[src/rtl/sram_arb_pkg.sv]
// Shared definitions for the SRAM-like arbiter: transfer size encodings,
// channel limit and a constant log2 helper.
package sram_arb_pkg;

    typedef enum logic [1:0] {
        SIZE_BYTE = 2'd0,
        SIZE_HALF = 2'd1,
        SIZE_WORD = 2'd2
    } size_e;

    localparam int MAX_NCH = 8;

    // Never returns less than 1 so that single-entry ranges still get a bit.
    function automatic int clog2(input int value);
        int r;
        r = 1;
        for (int i = 1; i < 31; i++) begin
            if ((1 << i) < value) r = i + 1;
        end
        return r;
    endfunction

endpackage

[src/rtl/sram_arb_order_fifo.sv]
// Acceptance-order FIFO of channel IDs; pointers wrap modulo DEPTH (power of 2).
// Push and pop in one cycle are both honoured, even when full.
module sram_arb_order_fifo
    import sram_arb_pkg::*;
#(
    parameter int DEPTH = 4,
    parameter int ID_W  = 1
) (
    input  logic                     clk,
    input  logic                     reset,
    input  logic                     i_push,
    input  logic [ID_W-1:0]          i_din,
    input  logic                     i_pop,
    output logic [ID_W-1:0]          o_dout,
    output logic                     o_full,
    output logic                     o_empty,
    output logic [clog2(DEPTH):0]    o_count
);

    localparam int PTR_W = clog2(DEPTH);

    logic [ID_W-1:0]  r_mem [DEPTH];
    logic [PTR_W-1:0] r_wr_ptr;
    logic [PTR_W-1:0] r_rd_ptr;
    logic [PTR_W:0]   r_count;
    logic             w_do_push;
    logic             w_do_pop;

    assign o_empty   = (r_count == '0);
    assign o_full    = (r_count == (PTR_W+1)'(DEPTH));
    assign o_count   = r_count;
    assign o_dout    = r_mem[r_rd_ptr];
    assign w_do_pop  = i_pop && !o_empty;
    assign w_do_push = i_push && (!o_full || w_do_pop);

    always_ff @(posedge clk or posedge reset) begin
        if (reset) begin
            r_wr_ptr <= '0;
            r_rd_ptr <= '0;
            r_count  <= '0;
        end else begin
            if (w_do_push) r_wr_ptr <= r_wr_ptr + 1'b1;
            if (w_do_pop)  r_rd_ptr <= r_rd_ptr + 1'b1;
            case ({w_do_push, w_do_pop})
                2'b10:   r_count <= r_count + 1'b1;
                2'b01:   r_count <= r_count - 1'b1;
                default: r_count <= r_count;
            endcase
        end
    end

    always_ff @(posedge clk) begin
        if (w_do_push) r_mem[r_wr_ptr] <= i_din;
    end

endmodule

[src/rtl/sram_like_arbiter.sv]
// Round-robin arbiter of NCH SRAM-like masters onto one slave port, with
// in-order response routing. Define SRAM_ARB_RDATA_REG_EN to register m_data_ok/m_rdata.
module sram_like_arbiter
    import sram_arb_pkg::*;
#(
    parameter int NCH     = 2,
    parameter int MAX_OUT = 4,
    parameter int ADDR_W  = 32,
    parameter int DATA_W  = 32
) (
    input  logic                      clk,
    input  logic                      reset,
    input  logic [NCH-1:0]            m_req,
    input  logic [NCH-1:0]            m_wr,
    input  logic [2*NCH-1:0]          m_size,
    input  logic [NCH*DATA_W/8-1:0]   m_wstrb,
    input  logic [NCH*ADDR_W-1:0]     m_addr,
    input  logic [NCH*DATA_W-1:0]     m_wdata,
    output logic [NCH-1:0]            m_addr_ok,
    output logic [NCH-1:0]            m_data_ok,
    output logic [DATA_W-1:0]         m_rdata,
    output logic                      s_req,
    output logic                      s_wr,
    output logic [1:0]                s_size,
    output logic [DATA_W/8-1:0]       s_wstrb,
    output logic [ADDR_W-1:0]         s_addr,
    output logic [DATA_W-1:0]         s_wdata,
    input  logic                      s_addr_ok,
    input  logic                      s_data_ok,
    input  logic [DATA_W-1:0]         s_rdata,
    output logic                      err_unexp
);

    localparam int IDW   = clog2(NCH);
    localparam int CNT_W = clog2(MAX_OUT) + 1;
    localparam int SW    = DATA_W / 8;

    logic [IDW-1:0]   r_rr_ptr;
    logic             r_lock;
    logic [IDW-1:0]   r_lock_ch;
    logic             r_err;

    logic [2*NCH-1:0] w_req_dbl;
    logic [IDW-1:0]   w_ofs;
    logic [IDW:0]     w_sum;
    logic [IDW-1:0]   w_rr_gnt;
    logic [IDW-1:0]   w_grant;
    logic [IDW-1:0]   w_next_ptr;
    logic             w_hs;
    logic             w_pop;
    logic [IDW-1:0]   w_head;
    logic             w_full;
    logic             w_empty;
    logic [CNT_W-1:0] w_count;
    logic [NCH-1:0]   w_resp_oh;

    // Rotate requests so the search always starts at rr_ptr.
    assign w_req_dbl = {m_req, m_req} >> r_rr_ptr;

    always_comb begin
        w_ofs = '0;
        for (int i = NCH - 1; i >= 0; i--) begin
            if (w_req_dbl[i]) w_ofs = IDW'(i);
        end
        w_sum = {1'b0, r_rr_ptr} + {1'b0, w_ofs};
        if (w_sum >= (IDW+1)'(NCH)) w_sum = w_sum - (IDW+1)'(NCH);
        w_rr_gnt = w_sum[IDW-1:0];
    end

    assign w_grant    = r_lock ? r_lock_ch : w_rr_gnt;
    assign w_next_ptr = (w_grant == IDW'(NCH - 1)) ? '0 : w_grant + 1'b1;
    assign s_req      = (|m_req) && !w_full && (w_count < CNT_W'(MAX_OUT));
    assign w_hs       = s_req && s_addr_ok;
    assign w_pop      = s_data_ok && !w_empty;
    assign err_unexp  = r_err;

    always_comb begin
        s_wr      = 1'b0;
        s_size    = '0;
        s_wstrb   = '0;
        s_addr    = '0;
        s_wdata   = '0;
        m_addr_ok = '0;
        w_resp_oh = '0;
        for (int i = 0; i < NCH; i++) begin
            if (w_grant == IDW'(i)) begin
                s_wr         = m_wr[i];
                s_size       = m_size[2*i +: 2];
                s_wstrb      = m_wstrb[SW*i +: SW];
                s_addr       = m_addr[ADDR_W*i +: ADDR_W];
                s_wdata      = m_wdata[DATA_W*i +: DATA_W];
                m_addr_ok[i] = w_hs;
            end
            if (w_head == IDW'(i)) w_resp_oh[i] = w_pop;
        end
    end

    // A pending request keeps its channel until the slave accepts it.
    always_ff @(posedge clk or posedge reset) begin
        if (reset) begin
            r_rr_ptr  <= '0;
            r_lock    <= 1'b0;
            r_lock_ch <= '0;
            r_err     <= 1'b0;
        end else begin
            if (w_hs) begin
                r_lock   <= 1'b0;
                r_rr_ptr <= w_next_ptr;
            end else if (s_req) begin
                r_lock    <= 1'b1;
                r_lock_ch <= w_grant;
            end
            if (s_data_ok && w_empty) r_err <= 1'b1;
        end
    end

    sram_arb_order_fifo #(
        .DEPTH (MAX_OUT),
        .ID_W  (IDW)
    ) u_order_fifo (
        .clk     (clk),
        .reset   (reset),
        .i_push  (w_hs),
        .i_din   (w_grant),
        .i_pop   (w_pop),
        .o_dout  (w_head),
        .o_full  (w_full),
        .o_empty (w_empty),
        .o_count (w_count)
    );

`ifdef SRAM_ARB_RDATA_REG_EN
    logic [NCH-1:0]    r_data_ok;
    logic [DATA_W-1:0] r_rdata;

    always_ff @(posedge clk or posedge reset) begin
        if (reset) begin
            r_data_ok <= '0;
            r_rdata   <= '0;
        end else begin
            r_data_ok <= w_resp_oh;
            if (w_pop) r_rdata <= s_rdata;
        end
    end

    assign m_data_ok = r_data_ok;
    assign m_rdata   = r_rdata;
`else
    assign m_data_ok = w_resp_oh;
    assign m_rdata   = s_rdata;
`endif

endmodule
[config.mk]
export PLATFORM = sky130hd
export DESIGN_NAME = sram_like_arbiter
export DESIGN_NICKNAME = d
export VERILOG_FILES = /design/src/rtl/sram_arb_pkg.sv /design/src/rtl/sram_arb_order_fifo.sv /design/src/rtl/sram_like_arbiter.sv
export SDC_FILE = /design/constraint.sdc
export NUM_CORES = 1
export LEC_CHECK = 0
export ABC_AREA = 1
export ABC_CLOCK_PERIOD_IN_PS = 2100
export BUFFER_PORTS_ARGS = -buffer_cell sky130_fd_sc_hd__buf_2
export CORE_AREA = 2 2 112 114
export CTS_CLUSTER_DIAMETER = 120
export CTS_CLUSTER_SIZE = 8
export DETAILED_ROUTE_END_ITERATION = 7
export DIE_AREA = 0 0 114 116
export SLEW_MARGIN = 10
export SYNTH_ARGS = -nofsm -noshare
export SYNTH_HDL_FRONTEND = slang
export SYNTH_SLANG_ARGS = --single-unit
[constraint.sdc]
create_clock -name clk -period 2.1 [get_ports clk]
set_input_delay 0.315 -clock clk [delete_from_list [all_inputs] [get_ports clk]]
set_output_delay 0.315 -clock clk [all_outputs]
set_load 0.005 [all_outputs]
==> results of run 1 <==
-- Yosys cell counts --
| cell type | number |
|---|---|
| a21oi_1 | 1 |
| a21oi_2 | 2 |
| buf_12 | 2 |
| buf_2 | 1 |
| buf_4 | 38 |
| buf_6 | 6 |
| buf_8 | 7 |
| clkbuf_8 | 1 |
| dfrtp_1 | 11 |
| edfxtp_1 | 4 |
| fa_1 | 1 |
| ha_1 | 5 |
| inv_1 | 24 |
| inv_2 | 1 |
| nand2_1 | 150 |
| nand2_2 | 10 |
| nand2_4 | 1 |
| nand3_1 | 65 |
| nand3_2 | 9 |
| nand3b_1 | 1 |
| nor2_1 | 8 |
| nor2_2 | 1 |
| o211ai_1 | 1 |
| o21ai_0 | 5 |
| o21ai_2 | 1 |
| o21bai_1 | 1 |
| xnor2_1 | 1 |
| xor2_1 | 3 |
-- metrics by stage --
step | utilization [%] | setup slack, ns | power, uW | instances | area, um2
CTS | 27.42 | 0.1653 | 3718 | 690 | 3266
global route | 27.42 | 0.04959 | 4049 | 690 | 3266
detailed placement | 26.75 | 0.2424 | 3330 | 686 | 3187
global placement | 26.75 | 0.2590 | 3338 | 686 | 3187
floorplan | - | 0.3520 | 2479 | 361 | 2291
finish | 27.42 | 0.1820 | 3664 | 690 | 3266
-- sequential cells by signal, summed over array words and instances (netlist names) --
name / count
err_unexp: 1
u_order_fifo.r_rd_ptr: 2
u_order_fifo.r_wr_ptr: 2
r_lock_ch: 1
r_rr_ptr: 1
u_order_fifo.r_mem: 4
u_order_fifo.o_count: 3
r_lock: 1
-- cells by family after synthesis --
group	share of synthesized area [%]
compound gates	3.113
xor+xnor	1.529
fa+ha+maj	3.605
buf+inv	26.65
flops	17.26
simple gates	47.84
-- power groups by stage --
stage	Clock (uW)	Sequential, uW	Combinational, uW
global placement	0	513	2830
floorplan	0	489	1990
finish	365	510	2790
CTS	378	509	2830
global route	389	525	3130
detailed placement	0	512	2820
-- routing by layer --
layer  GRT usage, %  vias to the layer above  part of all wire, %
li1               -                     1460                    -
met3          2.197                       12                  9.0
met5              0                        -                    0
met2          17.78                      161                   49
met4          1.951                        0                 0.76
met1          11.96                     1167                   41
-- final timing paths --
kind,startpoint,to,cells past startpoint,slack [ns]
min reg2reg,u_order_fifo.o_count[0]$_DFFE_PP0P_,u_order_fifo.o_count[0]$_DFFE_PP0P_,1,0.48
max in group asynchronous,reset,u_order_fifo.r_rd_ptr[0]$_DFFE_PP0P_,2,1.74
min in group clk,s_data_ok,err_unexp$_DFFE_PP0P_,3,0.33
min,reset,u_order_fifo.o_count[0]$_DFFE_PP0P_,2,0.06
max reg2reg,u_order_fifo.o_count[0]$_DFFE_PP0P_,u_order_fifo.o_count[2]$_DFFE_PP0P_,10,0.30
max,r_rr_ptr$_DFFE_PP0P_,s_wdata[19],7,0.18
-- final cells by class --
cell class	instances	area share, %
multi-input combinational	266	39.43
timing repair buffer	233	37.55
sequential	15	12.11
tap	147	5.632
inverter	25	2.874
clock buffer	4	2.414
==> flow_summary_export.csv, run 1 <==
group,metric,value,unit
route,routedWlPerCell,10.86,um
clocking,cts_root_buf,"clkbuf_16",
timing,hold_viol_final,0,
floorplan,placementRows,40,
floorplan,initial_utilization,19.23,%
cells_and_area,syn_to_final_growth,42.54,%
synthesis,yosysTopAreaCell,"nand2_1",
route,drt-vias-per-instance,4.058,
timing,finalCritPeriodShare,91.34,%
synthesis,synth_fp_nets,547,
setup_path,critical_path.cell_chain,"nand2_1 > nand2_1 > nand2_2 > buf_4 > nand3_1 > nand2_1 > buf_2",
floorplan,fp.dieH,116,um
pwr,power_density,1122,nW/um2
route,routed_wl,7491,um
timing,fin_crit,1.918,ns
global_route,antenna_found_initial,0,
place,hpwlAfterDp,6225,um
pwr,comb_power_share,76.1,%
pwr,leakagePower,0.002061,uW
outcome,status,"finished clean",
clocking,post_cts_buffers,0,
clocking,cts_tree,"done",
place,port-buffer-count,224,
setup_path,required,1.78,ns
pwr,seqPwrFrac,13.9,%
route,drc,0,
timing,setup_tns,0,ns
pwr,p_clk_share,10.0,%
timing,max_freq,0.5214,GHz
timing,finalSetupViolCount,0,
cells_and_area,drive_gt1_share,48.25,%
cells_and_area,num-fill-cells,1364,
timing,clock_skew,0.001010,ns
setup_path,worstPathArrival,1.60,ns
global_route,grt_max_degree,45,
clocking,cts_htree_levels,1,
pwr,p_sw,1782,uW
timing,worst_pin_slew,0.4355,ns
setup_path,startpoint_type,"register",
setup_path,cpPeakStageDelay,0.39,ns
synthesis,synth-seq-cells,15,
pwr,swShare,48.64,%
synthesis,synth_warnings,0,
setup_path,worst-path-buf-inv,2,
route,drt-initial-drc-count,73,
synthesis,avgSynthCellArea,6.346,um2
synthesis,synth_area_leaders,"nand2_1, nand3_1, buf_4",
clocking,clkLatencyLatePin,0.24,ns
synthesis,synthCells,361,
clocking,cts_inserted_buffers,3,
synthesis,ys_types,28,
cells_and_area,final_common_cell,"buf_2",
setup_path,cpMostUsedCell,"nand2_1",
synthesis,ys_seq_area_share,17.26,%
cells_and_area,final_cell_mix,"buf_2, nand2_1, nand3_1, inv_1",
cells_and_area,multiInputGateArea,1287,um2
floorplan,die-area,13220,um2
clocking,ctsResizeCount,0,
floorplan,core_area,11910,um2
worst_hold_path,hp-class,"primary input to async pin",
timing,drv_slew,0,
synthesis,syn_area,2291,um2
global_route,grt_usage,9.810,%
setup_path,path_class,"register to primary output",
timing,rsz0062_at_grt,"no",
setup_path,endpoint_kind,"primary output",
global_route,overflow,0,
run,drv_cap,0,
route,vias,2800,
global_route,grt_pass1_wl,10690,um
route,dr.pass1.iters,4,
cells_and_area,final-seq-area,395.4,um2
timing,slew_headroom,70.94,%
setup_path,cp_max_fo,29,
pwr,peakVddDrop,0.3818,mV
clocking,postCtsHoldBufs,0,
clocking,cts.clk_slew.worst_paths,0.05,ns
clocking,clock_path_buffers,2,
floorplan,ios,289,
synthesis,synth_top_area_share,24.58,%
global_route,first_global_vias,2352,
clocking,cts_sinks,15,
place,gp_congestion,0.7292,
cells_and_area,antennaDiodeCount,0,
route,drtAntennaViolNets,0,
setup_path,cp_top_family,"simple AND/OR/NAND/NOR gates",
floorplan,die_w,114,um
pwr,p_int,1882,uW
timing,whs,0.06196,ns
cells_and_area,fin_nets,730,
setup_path,cpMaxStageDelayCell,"dfrtp_1",
Note: power is estimated with default switching activity, not from simulation.
==> run 2: changes to the inputs <==
--- a/config.mk
+++ b/config.mk
@@ -5,14 +5,13 @@
 export SDC_FILE = /design/constraint.sdc
 export NUM_CORES = 1
 export LEC_CHECK = 0
-export ABC_AREA = 1
 export ABC_CLOCK_PERIOD_IN_PS = 2100
 export BUFFER_PORTS_ARGS = -buffer_cell sky130_fd_sc_hd__buf_2
-export CORE_AREA = 2 2 112 114
+export CORE_AREA = 2 2 113 115
 export CTS_CLUSTER_DIAMETER = 120
 export CTS_CLUSTER_SIZE = 8
 export DETAILED_ROUTE_END_ITERATION = 7
-export DIE_AREA = 0 0 114 116
+export DIE_AREA = 0 0 115 117
 export SLEW_MARGIN = 10
 export SYNTH_ARGS = -nofsm -noshare
 export SYNTH_HDL_FRONTEND = slang
==> run 2 against run 1 <==
Against the previous run: sequential share of layout area fell by 3.2 points; clock power rose by 2%; sequential power rose by 13%; worst hold slack improved by 0.015 ns; sequential cell count did not move; synthesized cell count rose by 23%; via count rose by 42%; area after synthesis rose by 47%; critical path type unchanged; critical endpoint is now s_addr[10]; largest cell class unchanged; largest power group unchanged.
==> flow_summary_export.csv, run 2 <==
group,metric,value,unit
setup_path,r2r_end,"u_order_fifo.o_count[2]$_DFFE_PP0P_",
setup_path,worstPathArrival,1.68,ns
route,drtAntennaViolNets,0,
timing,whs,0.07658,ns
pwr,seqPwrFrac,10.3,%
global_route,first_global_vias,3703,
floorplan,placementRows,41,
global_route,grt_usage,15.44,%
timing,finalCritPeriodShare,95.06,%
synthesis,synth-seq-cells,15,
floorplan,core_area,12310,um2
pwr,power_density,1266,nW/um2
route,vias,3963,
setup_path,critical_path.startpoint,"r_lock$_DFFE_PP0P_",
floorplan,initial_utilization,27.29,%
clocking,cts_tree,"done",
route,drt-initial-drc-count,125,
pwr,p_sw,2895,uW
setup_path,startpoint_type,"register",
route,routedWlPerCell,15.26,um
place,port-buffer-count,224,
cells_and_area,finalNonFillerCells,752,
clocking,cts_htree_levels,1,
setup_path,r2r-start,"u_order_fifo.o_count[2]$_DFFE_PP0P_",
pwr,leakagePower,0.002166,uW
floorplan,ios,289,
route,drt-vias-per-instance,5.270,
outcome,status,"finished clean",
setup_path,required,1.78,ns
timing,setup_tns,0,ns
floorplan,die_w,115,um
floorplan,fp.dieH,117,um
cells_and_area,num-fill-cells,1295,
clocking,cts.clk_slew.worst_paths,0.05,ns
worst_hold_path,hp-class,"primary input to async pin",
clocking,clock_path_buffers,2,
setup_path,endpoint_kind,"primary output",
pwr,peakVddDrop,0.6046,mV
clocking,clkLatencyLatePin,0.25,ns
timing,worst_pin_slew,0.4770,ns
synthesis,syn_area,3359,um2
synthesis,async_flop_share,73.33,%
cells_and_area,top_register,"u_order_fifo.r_mem",
timing,rsz0062_at_grt,"no",
cells_and_area,fin_area,4437,um2
synthesis,synthCells,445,
synthesis,avgSynthCellArea,7.549,um2
global_route,grt_pass1_wl,17460,um
timing,drv_slew,0,
run,drv_cap,0,
cells_and_area,final_core_util,36.04,%
route,drc,0,
pwr,p_int,2723,uW
pwr,p_clk_share,6.6,%
place,hpwlAfterDp,8602,um
timing,finalSetupViolCount,0,
cells_and_area,final_common_cell,"buf_2",
synthesis,synth_area_leaders,"o211ai_2, o2111ai_1, nand2_1",
timing,max_freq,0.5009,GHz
synthesis,synth_top_area_share,25.70,%
route,routed_wl,11470,um
setup_path,cp_max_fo,75,
timing,hold_viol_final,0,
synthesis,synth_commonest_cells,"nand2_1, o2111ai_1, o211ai_2",
clocking,cts_inserted_buffers,3,
global_route,grt_max_degree,76,
place,gp_congestion,0.7548,
clocking,post_cts_buffers,0,
setup_path,crit_end,"s_addr[10]",
clocking,cts_sinks,15,
synthesis,ys_types,33,
global_route,antenna_found_initial,1,
synthesis,yosysTopAreaCell,"o211ai_2",
timing,slew_headroom,68.16,%
timing,clock_skew,0.005891,ns
synthesis,synth_edf_count,4,
cells_and_area,syn_to_final_growth,32.07,%
setup_path,path_class,"register to primary output",
synthesis,synthFlopType,"dfrtp_1",
clocking,postCtsHoldBufs,0,
cells_and_area,largest_reg_flops,4,
synthesis,synth_most_common_cell,"nand2_1",
synthesis,synth_fp_nets,631,
place,place_inst,747,
clocking,ctsResizeCount,0,
route,dr.pass1.iters,4,
global_route,overflow,0,
pwr,swShare,51.53,%
clocking,cts_root_buf,"clkbuf_16",
floorplan,die-area,13460,um2
cells_and_area,drive_gt1_share,53.58,%
cells_and_area,fin_nets,788,
timing,fin_crit,1.996,ns
setup_path,r2r_cells,9,
place,placed_cell_area,4354,um2
synthesis,ys_seq_area_share,11.77,%
cells_and_area,final_cell_mix,"buf_2, nand2_1, o2111ai_1, o211ai_2",
synthesis,synth_warnings,0,
pwr,comb_power_share,83.1,%
setup_path,r2r_slack,0.15,ns
-- run 2: cell families after synthesis --
family                   count (synthesis)  share of synthesized area [%]
AO/OA/AOI/OAI                          152                          46.74
XOR/XNOR                                 6                          1.565
flip-flops                              15                          11.77
AND/OR/NAND/NOR                        165                          19.52
multiplexers                             4                          1.601
adder cells (fa/ha/maj)                  6                          2.458
buffers and inverters                   97                          16.35
-- run 2: power by group through the flow --
stage	logic [uW]	registers, uW	clock network [uW]
6_report	4670	577	373
5_1_grt	5180	600	390
4_1_cts	4740	578	379
3_5_place_dp	4730	583	0
3_3_place_gp	4640	574	0
2_1_floorplan	3160	520	0
-- run 2: stage by stage --
step                      power (uW)  setup slack [ns]
after floorplan                 3678            0.3140
after global routing            6173          0.007708
after CTS                       5692            0.1064
after global placement          5213            0.2085
after detailed placement        5308            0.1272
final                           5618            0.1038
-- run 2: metal layers --
layer	routed length, um	global-route usage, %	up-vias
li1	-	-	1950
met1	4717	19.16	1831
met2	5893	28.78	172
met3	748	1.699	10
met4	112	3.373	0
met5	0	0	-
-- run 2: area by class of cell --
type	count	area, um2	share of cell area (%)
Clock inverter	1	5.005	0.1128
Antenna cell	1	2.502	0.05640
Sequential cell	15	396.6	8.940
Multi-Input combinational cell	333	2436	54.91
Tap cell	150	187.7	4.230
Clock buffer	3	75.07	1.692
Timing Repair Buffer	239	1296	29.22
Inverter	10	37.54	0.8460
-- run 2: worst min-delay path by stage --
stage | from | end | slack (ns) | cells after the start
after CTS | reset | u_order_fifo.o_count[0]$_DFFE_PP0P_ | 0.1 | 2
after global routing | reset | u_order_fifo.o_count[0]$_DFFE_PP0P_ | 0.13 | 2
after detailed placement | reset | u_order_fifo.o_count[0]$_DFFE_PP0P_ | 0.36 | 2
after floorplan | reset | err_unexp$_DFFE_PP0P_ | 0.17 | 1
after global placement | reset | u_order_fifo.r_wr_ptr[0]$_DFFE_PP0P_ | 0.35 | 2
final | reset | u_order_fifo.o_count[0]$_DFFE_PP0P_ | 0.08 | 2
-- run 2: critical path, stage by stage (launching register included) --
cell      delay [ns]
dfrtp_1         0.51
and2_2          0.23
buf_12          0.26
nand2_1         0.13
o211ai_2        0.08
buf_2           0.13
==> run 3: changes to the inputs <==
--- a/config.mk
+++ b/config.mk
@@ -12,6 +12,7 @@
 export CTS_CLUSTER_SIZE = 8
 export DETAILED_ROUTE_END_ITERATION = 7
 export DIE_AREA = 0 0 115 117
+export MAX_ROUTING_LAYER = met4
 export SLEW_MARGIN = 10
 export SYNTH_ARGS = -nofsm -noshare
 export SYNTH_HDL_FRONTEND = slang
==> run 3 against run 2 <==
Against the previous run: clock power about the same; sequential share of layout area about the same; critical path depth grew 4; sequential power is 0.7% higher; combinational power hardly changed; register-to-register slack is essentially flat; critical endpoint is now u_order_fifo.o_count[2]$_DFFE_PP0P_.
==> flow_summary_export.csv, run 3 (same netlist as run 2, synthesis figures left out) <==
group,metric,value,unit
clocking,clock_path_buffers,2,
floorplan,fp.dieH,117,um
global_route,grt_max_degree,76,
cells_and_area,largest_reg_flops,4,
global_route,overflow,0,
route,vias,3967,
setup_path,endpoint_kind,"register",
pwr,leakagePower,0.002165,uW
cells_and_area,num-fill-cells,1295,
timing,max_freq,0.5138,GHz
route,drt-vias-per-instance,5.275,
global_route,first_global_vias,3699,
clocking,cts_htree_levels,1,
setup_path,path_class,"register to register",
global_route,grt_usage,15.91,%
route,dr.pass1.iters,4,
route,drtAntennaViolNets,0,
timing,fin_ws,0.1536,ns
place,hpwlAfterDp,8602,um
place,gp_congestion,0.7647,
cells_and_area,syn_to_final_growth,32.10,%
cells_and_area,top_register,"u_order_fifo.r_mem",
setup_path,cp_max_fo,5,
timing,fin_crit,1.946,ns
floorplan,ios,289,
route,routed_wl,11470,um
floorplan,placementRows,41,
floorplan,core_area,12310,um2
route,drc,0,
clocking,cts_tree,"done",
route,drt-initial-drc-count,130,
route,routedWlPerCell,15.26,um
timing,rsz0062_at_grt,"no",
cells_and_area,drive_gt1_share,53.74,%
place,port-buffer-count,224,
timing,drv_slew,0,
global_route,antenna_found_initial,1,
pwr,power_density,1266,nW/um2
clocking,postCtsHoldBufs,0,
setup_path,worstPathArrival,2.11,ns
clocking,cts_sinks,15,
cells_and_area,final_common_cell,"buf_2",
global_route,grt_pass1_wl,17480,um
cells_and_area,fin_nets,788,
floorplan,die_w,115,um
clocking,clkLatencyLatePin,0.25,ns
clocking,cts_root_buf,"clkbuf_16",
place,dp_worst_setup_slack,0.1272,ns
run,drv_cap,0,
clocking,cts_inserted_buffers,3,
cells_and_area,final_cell_mix,"buf_2, nand2_1, o2111ai_1, o211ai_2, buf_4",
floorplan,die-area,13460,um2
clocking,cts.clk_slew.worst_paths,0.05,ns
timing,slew_headroom,68.15,%
timing,clock_skew,0.005888,ns
timing,worst_pin_slew,0.4773,ns
timing,finalSetupViolCount,0,
setup_path,startpoint_type,"register",
timing,finalCritPeriodShare,92.68,%
outcome,status,"finished clean",
floorplan,initial_utilization,27.29,%
worst_hold_path,hp-class,"primary input to async pin",
timing,hold_viol_final,0,
timing,setup_tns,0,ns
setup_path,required,2.26,ns
pwr,peakVddDrop,0.6075,mV
[run 3: changes by cell type in the layout (fill, tap and decap cells not counted)]
cell and change:
dfrtp_2 +1, dfrtp_1 -1
[run 3: power breakdown]
group	total (uW)	switching [uW]	internal [uW]
Combinational	4660	2640	2020
Sequential	581	134	448
Clock	374	120	254
Total	5620	2890	2730
[run 3: area by class of cell]
cell class                 instances  area (um2)  share of cell area (%)
antenna                            1       2.502                 0.05639
clock buffer                       3       75.07                   1.692
clock inverter                     1       5.005                  0.1128
inverter                          10       37.54                  0.8458
multi-input combinational        333        2436                   54.89
sequential                        15       397.9                   8.965
tap                              150       187.7                   4.229
timing repair buffer             239        1296                   29.21
[run 3: worst max-delay path, stage by stage (launching register included)]
cell,delay [ns]
dfrtp_1,0.43
nor3_1,0.09
nand2b_1,0.16
inv_1,0.13
ha_1,0.20
inv_1,0.06
fa_1,0.37
xor2_1,0.15
nor2_1,0.11
xor2_1,0.18
[run 3: metal layers]
| metal | global-route usage, % | wire length (um) | up-vias |
|---|---|---|---|
| met5 | - | 0 | - |
| met4 | 3.373 | 112 | 0 |
| met3 | 1.390 | 615 | 10 |
| met2 | 28.75 | 5925 | 150 |
| met1 | 19.38 | 4820 | 1855 |
| li1 | - | - | 1952 |
[run 3: per-stage QoR]
step	hold slack (ns)	area, um2	util, %	cells	power (uW)
floorplan	0.1674	3359	-	445	3678
global placement	0.3467	4354	35.37	747	5213
detailed placement	0.3625	4354	35.37	747	5308
CTS	0.09909	4434	36.02	751	5692
global route	0.1267	4438	36.05	752	6175
finish	0.07659	4438	36.05	752	5618
[run 3: worst paths after layout]
path | start | to | slack (ns) | cells after the start
max | u_order_fifo.o_count[2]$_DFFE_PP0P_ | u_order_fifo.o_count[2]$_DFFE_PP0P_ | 0.15 | 9
min | reset | u_order_fifo.o_count[0]$_DFFE_PP0P_ | 0.08 | 2
max reg2reg | u_order_fifo.o_count[2]$_DFFE_PP0P_ | u_order_fifo.o_count[2]$_DFFE_PP0P_ | 0.15 | 9
min reg2reg | err_unexp$_DFFE_PP0P_ | err_unexp$_DFFE_PP0P_ | 0.47 | 1
max in group asynchronous | reset | r_rr_ptr$_DFFE_PP0P_ | 1.67 | 2
min in group clk | s_data_ok | err_unexp$_DFFE_PP0P_ | 0.30 | 2
[run 3: timing repair]
action | CTS | global route
buffers inserted | 0 | 0
gates resized for setup | 0 | 1
endpoints found under the setup margin | 0 | 1
